## config.mk

```make
export PLATFORM = sky130hd
export DESIGN_NAME = int_ctrl_vec
export DESIGN_NICKNAME = d
export VERILOG_FILES = /design/src/rtl/int_ctrl_vec.sv
export SDC_FILE = /design/constraint.sdc
export NUM_CORES = 1
export LEC_CHECK = 0
export BUFFER_PORTS_ARGS = -buffer_cell sky130_fd_sc_hd__clkbuf_2
export CORE_MARGIN = 10
export CORE_UTILIZATION = 48
export CTS_BUF_LIST = sky130_fd_sc_hd__clkbuf_16
export DETAILED_ROUTE_END_ITERATION = 8
export GPL_TIMING_DRIVEN = 0
export PLACE_DENSITY = 0.78
export SLEW_MARGIN = 0
export SYNTH_ARGS = -nofsm -noshare
export SYNTH_HDL_FRONTEND = slang
export SYNTH_SLANG_ARGS = --single-unit
```

## constraint.sdc

```tcl
create_clock -name clk -period 2.4 [get_ports clk]
set_input_delay 0.36 -clock clk [delete_from_list [all_inputs] [get_ports clk]]
set_output_delay 0.36 -clock clk [all_outputs]
set_load 0.01 [all_outputs]
```

## src/rtl/int_ctrl_vec.sv

```systemverilog
`default_nettype none
// ============================================================================
// Module   : int_ctrl_vec
// Purpose  : Vectored interrupt controller. Edge-captured request lines,
//            enable mask, fixed priority (line 0 highest), ack/iret tracking.
//            Define INT_NESTED_EN to allow higher-priority preemption.
// Revision : 1.0 - initial release
// ============================================================================
module int_ctrl_vec #(
  parameter int unsigned        N_INT      = 8,
  parameter int unsigned        ADDR_W     = 10,
  parameter logic [ADDR_W-1:0]  VEC_BASE   = ADDR_W'(10'h3C0),
  parameter int unsigned        VEC_STRIDE = 4
) (
  input  logic              clk,
  input  logic              reset,
  input  logic [N_INT-1:0]  intr,
  input  logic              mask_we,
  input  logic [N_INT-1:0]  mask_wdata,
  output logic [N_INT-1:0]  mask,
  output logic              irq,
  output logic [ADDR_W-1:0] vector,
  input  logic              ack,
  input  logic              iret,
  output logic [N_INT-1:0]  pending,
  output logic [N_INT-1:0]  in_service
);

  localparam int unsigned IDX_W     = (N_INT > 1) ? $clog2(N_INT) : 1;
  localparam int unsigned STRIDE_SH = $clog2(VEC_STRIDE);

  localparam logic [0:0] S_IDLE = 1'b0;
  localparam logic [0:0] S_REQ  = 1'b1;

  logic [0:0]       state_q, state_d;
  logic [N_INT-1:0] intr_d_q, intr_d_d;
  logic [N_INT-1:0] pending_q, pending_d;
  logic [N_INT-1:0] in_service_q, in_service_d;
  logic [N_INT-1:0] mask_q, mask_d;
  logic [IDX_W-1:0] idx_q, idx_d;

  logic [N_INT-1:0] rise;
  logic [N_INT-1:0] cand;
  logic [N_INT-1:0] allow;
  logic [N_INT-1:0] elig;
  logic             elig_any;
  logic [IDX_W-1:0] best;
  logic             ack_take;
  logic [N_INT-1:0] ack_clr;
  logic [N_INT-1:0] iret_left;
  logic [ADDR_W-1:0] vec_off;

  assign rise = intr & ~intr_d_q;
  assign cand = pending_q & mask_q;

`ifdef INT_NESTED_EN
  logic blocked;

  // A line is allowed only if every in-service line has lower priority.
  always_comb begin
    allow   = '0;
    blocked = 1'b0;
    for (int i = 0; i < N_INT; i++) begin
      blocked  = blocked | in_service_q[i];
      allow[i] = ~blocked;
    end
  end
`else
  always_comb begin
    allow = (in_service_q == '0) ? '1 : '0;
  end
`endif

  assign elig     = cand & allow;
  assign elig_any = |elig;

  always_comb begin
    best = '0;
    for (int i = N_INT - 1; i >= 0; i--) begin
      if (elig[i]) begin
        best = IDX_W'(i);
      end
    end
  end

  // FSM: state register
  always_ff @(posedge clk or negedge reset) begin
    if (!reset) begin
      state_q <= S_IDLE;
    end else begin
      state_q <= state_d;
    end
  end

  // FSM: next-state logic
  always_comb begin
    state_d = state_q;
    case (state_q)
      S_IDLE: begin
        if (elig_any) begin
          state_d = S_REQ;
        end
      end
      S_REQ: begin
        if (ack || !elig_any) begin
          state_d = S_IDLE;
        end
      end
      default: state_d = S_IDLE;
    endcase
  end

  // FSM: outputs
  always_comb begin
    irq      = (state_q == S_REQ);
    ack_take = ack & (state_q == S_REQ);
  end

  always_comb begin
    intr_d_d = intr;
    idx_d    = (state_d == S_REQ) ? best : idx_q;
    mask_d   = mask_we ? mask_wdata : mask_q;
    ack_clr  = ack_take ? (N_INT'(1) << idx_q) : '0;

    // A fresh edge in the same cycle as the ack clear keeps the request.
    pending_d = (pending_q & ~ack_clr) | rise;

    // iret retires the highest-priority level before the new ack bit lands.
    iret_left = in_service_q;
    if (iret && (in_service_q != '0)) begin
      iret_left = in_service_q & (in_service_q - N_INT'(1));
    end
    in_service_d = iret_left | ack_clr;
  end

  always_ff @(posedge clk or negedge reset) begin
    if (!reset) begin
      intr_d_q     <= '0;
      pending_q    <= '0;
      in_service_q <= '0;
      mask_q       <= '1;
      idx_q        <= '0;
    end else begin
      intr_d_q     <= intr_d_d;
      pending_q    <= pending_d;
      in_service_q <= in_service_d;
      mask_q       <= mask_d;
      idx_q        <= idx_d;
    end
  end

  // Offset wraps silently inside ADDR_W bits.
  assign vec_off    = ADDR_W'(idx_q) << STRIDE_SH;
  assign vector     = VEC_BASE + vec_off;
  assign mask       = mask_q;
  assign pending    = pending_q;
  assign in_service = in_service_q;

endmodule
`default_nettype wire
```

==> impl_metrics.json, run 1 <==
{
  "drive_gt1_frac": 0.381,
  "drt-total-wl_um": 3610,
  "crit_chain": "or4_4, nor3b_4, o21ai_2, mux2_1",
  "p_comb_frac": 0.315,
  "vias": 1172,
  "crit_path_start": "in_service[4]",
  "numClockSinks": 36,
  "cp_data_required_time_ns": 2.56,
  "yosys-top-cells-area": "dfrtp_1 (46%), dfstp_2 (14%), mux2_1 (7.5%), nand2_1 (6.7%), buf_4 (3.5%)",
  "drc": 0,
  "yosysTopAreaCell": "dfrtp_1",
  "place.gp.congestion": 0.904,
  "crit_type": "flip-flop to flip-flop",
  "fin_nets": 214,
  "cts_resized": 0,
  "syn_area_per_cell_um2": 11.3,
  "insertion_delay_ns": 0.27,
  "grt_pass1_wl_um": 5890,
  "antenna_left": 0,
  "fp.dieW_um": 76.1,
  "fmax_mhz": 544,
  "slew_violations": 0,
  "cts_setup_buffers": 0,
  "p_seq_frac": 0.402,
  "cts_buffer_depth": 2,
  "clk_pin_slew_worst_paths_ns": 0.06,
  "numPortBuffers": 47,
  "synth_area_um2": 1510,
  "firstDrtPassIters": 4,
  "min_path_type": "input port to async pin",
  "clock_skew_ns": 0.00190,
  "crit_slowest_cell": "or4_4",
  "hold_buffers": 0,
  "ioPinCount": 56,
  "powerDensity_nw_per_um2": 1130,
  "initial_utilization": 0.499,
  "finalCritPeriodShare": 0.766,
  "timing.reg2reg.setup_slack_ns": 0.56,
  "tritoncts": "done",
  "r2r_end": "idx_q[1]",
  "diodes": 0,
  "routed_via_density": 4.92,
  "yosysTopAreaCellShare": 0.464,
  "max_stage_delay_ns": 0.57,
  "relSlewSlack": 0.427,
  "syn_to_final_growth_pct": 30.3,
  "grt_overflow": 0,
  "grt_max_degree": 37,
  "crit_path_end_kind": "flip-flop",
  "fin_crit_ns": 1.84,
  "grt_pass1_vias": 1290,
  "crit_fanout": 4,
  "r2r_start": "in_service[4]",
  "final_cell_mix": "clkbuf_2 (47), dfrtp_1 (28), nand2_1 (27)",
  "dieArea_um2": 5790,
  "setup_viol": 0,
  "hold_viol": 0,
  "h-tree-depth": 2,
  "critical_path_buf_inv_count": 0,
  "cap_violations": 0,
  "fp-row-count": 20,
  "cts_root_buf": "clkbuf_16",
  "cp-start-kind": "flip-flop",
  "ys_seq_area_frac": 0.603,
  "ir_drop_mv": 0.672,
  "avgRoutedWirePerCell_um": 15.2,
  "intPower_mw": 1.46,
  "antenna_found_initial": 0,
  "p_sw_mw": 0.759,
  "final_common_cell": "clkbuf_2",
  "ys_seq_elements": 36,
  "rsz0062_at_grt": "false",
  "p_leak_nw": 1.05,
  "setup_tns_ns": 0,
  "fin_util": 0.650,
  "crit_arrival_ns": 2.00,
  "cts_made_buffers": 5,
  "grt_use_total": 0.126,
  "dp_hpwl_um": 2900,
  "die_y_um": 76.1,
  "synth_cells": 134,
  "tightest_slew_ns": 0.860,
  "status": "finished, final reports clean",
  "drt_iter0_drc": 85,
  "core_area_um2": 3030,
  "synth.distinct_cells": 29,
  "p_clk_frac": 0.282,
  "synth_warnings": 0,
  "switching_share": 0.343,
  "worst_path_dominant_cell_family": "simple AND/OR/NAND/NOR gates",
  "worst-r2r-cell-count": 4
}
state kept, by name, indices dropped and copies added, names as in the netlist:
name / count
idx_q: 3
in_service: 8
intr_d_q: 8
irq: 1
mask: 8
pending: 8
kinds of logic (layout without fill, tap and decap cells):
logic type	count (synthesis)	count (layout)	synth area share
compound gates	23	23	0.105
mux	10	10	0.0746
flops	36	36	0.603
simple gates	43	43	0.145
buf+inv	20	75	0.0671
other cells	2	7	0.00497
how the worst max path moves through the flow:
| stage | end | slack [ns] | depth (start not counted) |
|---|---|---|---|
| global placement | idx_q[1] | 0.65 | 4 |
| global route | idx_q[1] | 0.51 | 4 |
| finish | idx_q[1] | 0.56 | 4 |
| detailed placement | idx_q[1] | 0.63 | 4 |
| CTS | idx_q[1] | 0.58 | 4 |
| floorplan | idx_q[0] | 0.67 | 4 |
area by class of cell:
class / count / area [um2]
fillers: 235 / 1060
clock buffers: 5 / 125
well taps: 44 / 55.1
multi-input cells: 83 / 517
clock inverters: 3 / 23.8
repair buffers: 47 / 235
plain buffers: 8 / 56.3
flip-flops and latches: 36 / 911
inverters: 12 / 45.0
synthesized netlist by cell type:
master     n
dfrtp_1   28
nand2_1   27
inv_1     12
mux2_1    10
dfstp_2    8
buf_4      7
o21ai_1    6
a22o_1     5
nand3_1    3
a21oi_1    2
a32oi_1    2
conb_1     2
nor2_1     2
nor2b_1    2
o21ai_0    2
o31ai_1    2
or4_4      2
a22oi_1    1
and3_1     1
clkbuf_1   1
nand2b_1   1
nand4_1    1
nor3b_4    1
nor4_1     1
o211a_1    1
o21ai_2    1
o22ai_1    1
or3b_1     1
or4_1      1
routing by layer:
metal / wire length, um / track usage
met5: 0 / 0
met4: 43 / 0.0558
met1: 1370 / 0.123
met2: 1910 / 0.213
met3: 291 / 0.0719
stage by stage:
| stage | worst slack, ns | cells | hold WS [ns] | total power, mW | instance area (um2) |
|---|---|---|---|---|---|
| 2_1_floorplan | 0.669 | 139 | 0.0644 | 1.32 | 1530 |
| 3_3_place_gp | 0.647 | 230 | 0.395 | 1.56 | 1820 |
| 3_5_place_dp | 0.629 | 230 | 0.398 | 1.59 | 1820 |
| 4_1_cts | 0.579 | 238 | 0.194 | 2.24 | 1970 |
| 5_1_grt | 0.512 | 238 | 0.201 | 2.35 | 1970 |
| 6_report | 0.563 | 238 | 0.188 | 2.21 | 1970 |
power by group through the flow:
stage	logic [mW]	clock network (mW)	registers (mW)
after floorplan	0.398	0	0.925
after global placement	0.673	0	0.886
after detailed placement	0.696	0	0.894
after CTS	0.705	0.646	0.888
after global routing	0.764	0.671	0.912
final	0.698	0.626	0.891
worst register-to-register path, stage by stage, from the launching register on:
cell and delay, ns:
dfrtp_1 0.40, or4_4 0.57, nor3b_4 0.30, o21ai_2 0.13, mux2_1 0.32
No activity file was read; power rests on OpenSTA's default activity.
==> run 2, diff against run 1 <==
- clock period: 2.4 -> 1.8 ns (I/O delays scaled with it)
==> run 2 against run 1 <==
Against the previous run: clock skew about the same; sequential share of layout area down 0.61 points; clock-buffer cell count unchanged; die area unchanged; hold slack worse by 0.090 ns; routed wire length up 2.3%; sequential power up 32%; total power up 40%; global-route usage up 0.17 points; largest cell class unchanged; highest routed layer unchanged.
==> impl_metrics.json, run 2 (synthesis gave the netlist of run 1 again) <==
{
  "clock_skew_ns": 0.00194,
  "fin_nets": 217,
  "cts_root_buf": "clkbuf_16",
  "tritoncts": "done",
  "worst-r2r-cell-count": 4,
  "antenna_left": 0,
  "intPower_mw": 2.04,
  "status": "finished, final reports clean",
  "crit_type": "flip-flop to flip-flop",
  "fp.dieW_um": 76.1,
  "rsz0062_at_grt": "true",
  "grt_pass1_wl_um": 5970,
  "fin_crit_ns": 1.79,
  "worst_hold_slack_ns": 0.0985,
  "numClockSinks": 36,
  "grt_use_total": 0.128,
  "fp-row-count": 20,
  "grt_pass1_vias": 1316,
  "timing.critical_path.to": "idx_q[0]",
  "crit_path_end_kind": "flip-flop",
  "final_common_cell": "clkbuf_2",
  "p_clk_frac": 0.270,
  "timing.reg2reg.setup_slack_ns": 0.01,
  "core_area_um2": 3030,
  "die_y_um": 76.1,
  "ir_drop_mv": 0.898,
  "placedCellCount": 230,
  "relSlewSlack": 0.427,
  "grt_max_degree": 37,
  "crit_fanout": 4,
  "hold_buffers": 0,
  "cts_buffer_depth": 2,
  "clk_pin_slew_worst_paths_ns": 0.06,
  "p_leak_nw": 1.07,
  "h-tree-depth": 2,
  "p_seq_frac": 0.383,
  "numPortBuffers": 47,
  "finalCritPeriodShare": 0.993,
  "min_path_type": "input port to async pin",
  "hold_viol": 0,
  "diodes": 0,
  "syn_to_final_growth_pct": 32.1,
  "p_sw_mw": 1.05,
  "vias": 1194,
  "avgRoutedWirePerCell_um": 15.3,
  "antenna_found_initial": 0,
  "final-instance-count-excl-fill": 241,
  "cts_made_buffers": 5,
  "cp_data_required_time_ns": 1.96,
  "firstDrtPassIters": 4,
  "dpl_cell_area_um2": 1820,
  "initial_utilization": 0.499,
  "fin_util": 0.659,
  "cp-start-kind": "flip-flop",
  "ioPinCount": 56,
  "crit_path_start": "in_service[4]",
  "dieArea_um2": 5790,
  "drt_iter0_drc": 70,
  "insertion_delay_ns": 0.27,
  "powerDensity_nw_per_um2": 1550,
  "r2r_start": "in_service[4]",
  "dp_hpwl_um": 2900,
  "crit_arrival_ns": 1.95,
  "cap_violations": 0,
  "place.gp.congestion": 0.904,
  "slew_violations": 0,
  "tightest_slew_ns": 0.860,
  "drt-total-wl_um": 3690,
  "routed_via_density": 4.95,
  "drive_gt1_frac": 0.396,
  "r2r_end": "idx_q[0]",
  "drc": 0,
  "setup_viol": 0,
  "fin_area_um2": 1990,
  "final_cell_mix": "clkbuf_2 (47), dfrtp_1 (28), nand2_1 (27)",
  "grt_overflow": 0,
  "switching_share": 0.341,
  "fmax_mhz": 560,
  "p_comb_frac": 0.347
}
[run 2: cell count changes in the layout (fill, tap and decap cells not counted)]
cell,change
buf_4,+3
mux2_1,-1
mux2_4,+1
[run 2: cell type report]
| class | instances | area (um2) |
|---|---|---|
| buffer | 8 | 56.3 |
| clock buffer | 5 | 125 |
| clock inverter | 3 | 23.8 |
| fill | 231 | 1030 |
| inverter | 12 | 45.0 |
| multi-input combinational | 83 | 520 |
| sequential | 36 | 911 |
| tap | 44 | 55.1 |
| timing repair buffer | 50 | 258 |
[run 2: power by group through the flow]
stage          Combinational (mW)  Clock (mW)  Sequential (mW)
3_5_place_dp                0.927           0             1.19
4_1_cts                      1.04       0.861             1.18
6_report                     1.07       0.835             1.18
2_1_floorplan               0.531           0             1.23
3_3_place_gp                0.897           0             1.18
5_1_grt                      1.16       0.895             1.21
[run 2: worst max-delay path, stage by stage, from the launching register on]
cell and delay [ns]:
dfrtp_1 0.40, or4_4 0.57, nor3b_4 0.25, o21ai_2 0.13, mux2_1 0.32
[run 2: worst min path at each step]
stage	end	from	slack [ns]	depth (start not counted)
final	pending[7]	reset	0.1	1
after global routing	intr_d_q[6]	intr[6]	0.11	1
after CTS	intr_d_q[6]	intr[6]	0.10	1
after detailed placement	intr_d_q[6]	intr[6]	0.39	1
after global placement	intr_d_q[6]	intr[6]	0.39	1
after floorplan	idx_q[0]	reset	-0.03	0
[run 2: what timing repair did]
| action | CTS | global route |
|---|---|---|
| setup endpoints to repair | 2 | 2 |
| buffers inserted | 3 | 0 |
| resized for setup | 0 | 1 |
| pin swaps | 1 | 0 |
| cloned | 0 | 0 |
[run 2: metrics by stage]
step / TNS (ns) / setup slack [ns] / total power [mW]
CTS: 0 / 0.0280 / 3.08
finish: 0 / 0.0130 / 3.09
detailed placement: 0 / 0.0288 / 2.12
floorplan: 0 / 0.0694 / 1.77
global route: -0.0450 / -0.0262 / 3.27
global placement: 0 / 0.0473 / 2.08
[run 2: per-layer routing]
layer / part of all wire / track usage / vias up
li1: - / - / 571
met1: 0.38 / 0.123 / 575
met2: 0.53 / 0.219 / 42
met3: 0.077 / 0.0719 / 6
met4: 0.011 / 0.0558 / 0
met5: 0 / 0 / -
==> run 3, diff against run 2 <==
- HOLD_SLACK_MARGIN: unset -> 0.12
==> run 3 against run 2 <==
Against the previous run: total power up 0.49%; cell count up 3.3%; sequential share of layout area down 1.8 points; hold slack worse by 0.00054 ns; clock power about the same; die area unchanged; sequential power about the same; clock-buffer cell count unchanged; critical path type unchanged; critical endpoint unchanged; largest cell class unchanged; largest power group unchanged; highest routed layer unchanged.
==> impl_metrics.json, run 3 (synthesis gave the netlist of run 1 again) <==
{
  "numPortBuffers": 47,
  "diodes": 0,
  "tightest_slew_ns": 0.859,
  "routed_via_density": 4.89,
  "vias": 1217,
  "dpl_cell_area_um2": 1820,
  "setup_viol": 0,
  "drc": 0,
  "die_y_um": 76.1,
  "crit_chain": "or4_4, nor3b_4, o21ai_2, mux2_1",
  "powerDensity_nw_per_um2": 1500,
  "finalPower_mw": 3.11,
  "min_path_type": "input port to async pin",
  "fin_crit_ns": 1.79,
  "drt_iter0_drc": 96,
  "syn_to_final_growth_pct": 37.4,
  "relSlewSlack": 0.427,
  "fp.dieW_um": 76.1,
  "worst_hold_slack_ns": 0.0979,
  "fmax_mhz": 560,
  "tritoncts": "done",
  "grt_pass1_vias": 1343,
  "cp-start-kind": "flip-flop",
  "cap_violations": 0,
  "dp_hpwl_um": 2900,
  "crit_fanout": 4,
  "core_area_um2": 3030,
  "grt_pass1_wl_um": 6130,
  "drive_gt1_frac": 0.380,
  "avgRoutedWirePerCell_um": 15.0,
  "crit_arrival_ns": 1.95,
  "cts_made_buffers": 5,
  "r2r_start": "in_service[4]",
  "drt-total-wl_um": 3740,
  "hold_viol": 0,
  "insertion_delay_ns": 0.27,
  "status": "finished, final reports clean",
  "fin_nets": 225,
  "cts_root_buf": "clkbuf_16",
  "final_common_cell": "clkbuf_2",
  "grt_overflow": 0,
  "clk_pin_slew_worst_paths_ns": 0.06,
  "crit_path_start": "in_service[4]",
  "firstDrtPassIters": 4,
  "p_leak_nw": 1.10,
  "cp_data_required_time_ns": 1.96,
  "rsz0062_at_grt": "true",
  "grt_use_total": 0.131,
  "slew_violations": 0,
  "grt_max_degree": 37,
  "max_stage_delay_ns": 0.57,
  "clock_skew_ns": 0.00205,
  "crit_type": "flip-flop to flip-flop",
  "crit_slowest_cell": "or4_4",
  "ir_drop_mv": 0.909,
  "ioPinCount": 56,
  "final_cell_mix": "clkbuf_2 (47), dfrtp_1 (28), nand2_1 (27)",
  "fin_area_um2": 2070,
  "fp-row-count": 20,
  "numClockSinks": 36,
  "place.gp.congestion": 0.904,
  "antenna_left": 0,
  "dieArea_um2": 5790,
  "antenna_found_initial": 0,
  "finalCritPeriodShare": 0.993,
  "setup_tns_ns": 0,
  "crit_path_end_kind": "flip-flop",
  "initial_utilization": 0.499,
  "cts_buffer_depth": 2,
  "h-tree-depth": 2
}
-- run 3: cell types whose count changed in the layout (fill, tap and decap cells not counted) --
cell and delta:
dlygate4sd3_1 +8
-- run 3: power by group --
group	total [mW]	switching (mW)	internal (mW)
Clock	0.836	0.322	0.513
Sequential	1.18	0.182	1.00
Combinational	1.09	0.552	0.536
Total	3.11	1.06	2.05
-- run 3: critical path, delay by kind of cell (launching register included) --
kind,cells,cell delay (ns)
and+or+nand+nor,2,0.82
AOI/OAI and AO/OA,1,0.13
DFF,1,0.40
muxes,1,0.32
-- run 3: per-layer routing --
metal,GRT usage,wire length [um]
met1,0.125,1400
met2,0.223,1970
met3,0.0767,322
met4,0.0558,41
met5,0,0
-- run 3: final timing paths --
| kind | cells past startpoint | slack, ns | to |
|---|---|---|---|
| setup reg to reg | 4 | 0.01 | idx_q[0] |
| min in group clk | 2 | 0.21 | mask[1] |
| setup / recovery | 4 | 0.01 | idx_q[0] |
| max in group asynchronous | 1 | 1.17 | intr_d_q[3] |
| hold / removal | 1 | 0.1 | pending[7] |
| hold reg to reg | 1 | 0.41 | pending[4] |
-- run 3: final cells by class --
cell class | instances | area [um2]
plain buffers | 8 | 56.3
inverters | 12 | 45.0
multi-input cells | 83 | 520
fillers | 220 | 953
flip-flops and latches | 36 | 911
repair buffers | 58 | 338
clock inverters | 3 | 23.8
clock buffers | 5 | 125
well taps | 44 | 55.1
-- run 3: what timing repair did --
| action | 4_1_cts | 5_1_grt |
|---|---|---|
| hold buffers | 8 | 0 |
| hold endpoints to repair | 8 | 0 |
| endpoints found under the setup margin | 2 | 2 |
| buffers inserted | 3 | 0 |
| pin swaps | 1 | 0 |
| resized for setup | 0 | 1 |
-- run 3: metrics by stage --
stage	std cells	util	setup WS, ns
after detailed placement	230	0.601	0.0288
after global routing	249	0.685	-0.0262
after global placement	230	0.601	0.0473
final	249	0.685	0.0134
after CTS	249	0.684	0.0280
after floorplan	139	-	0.0694
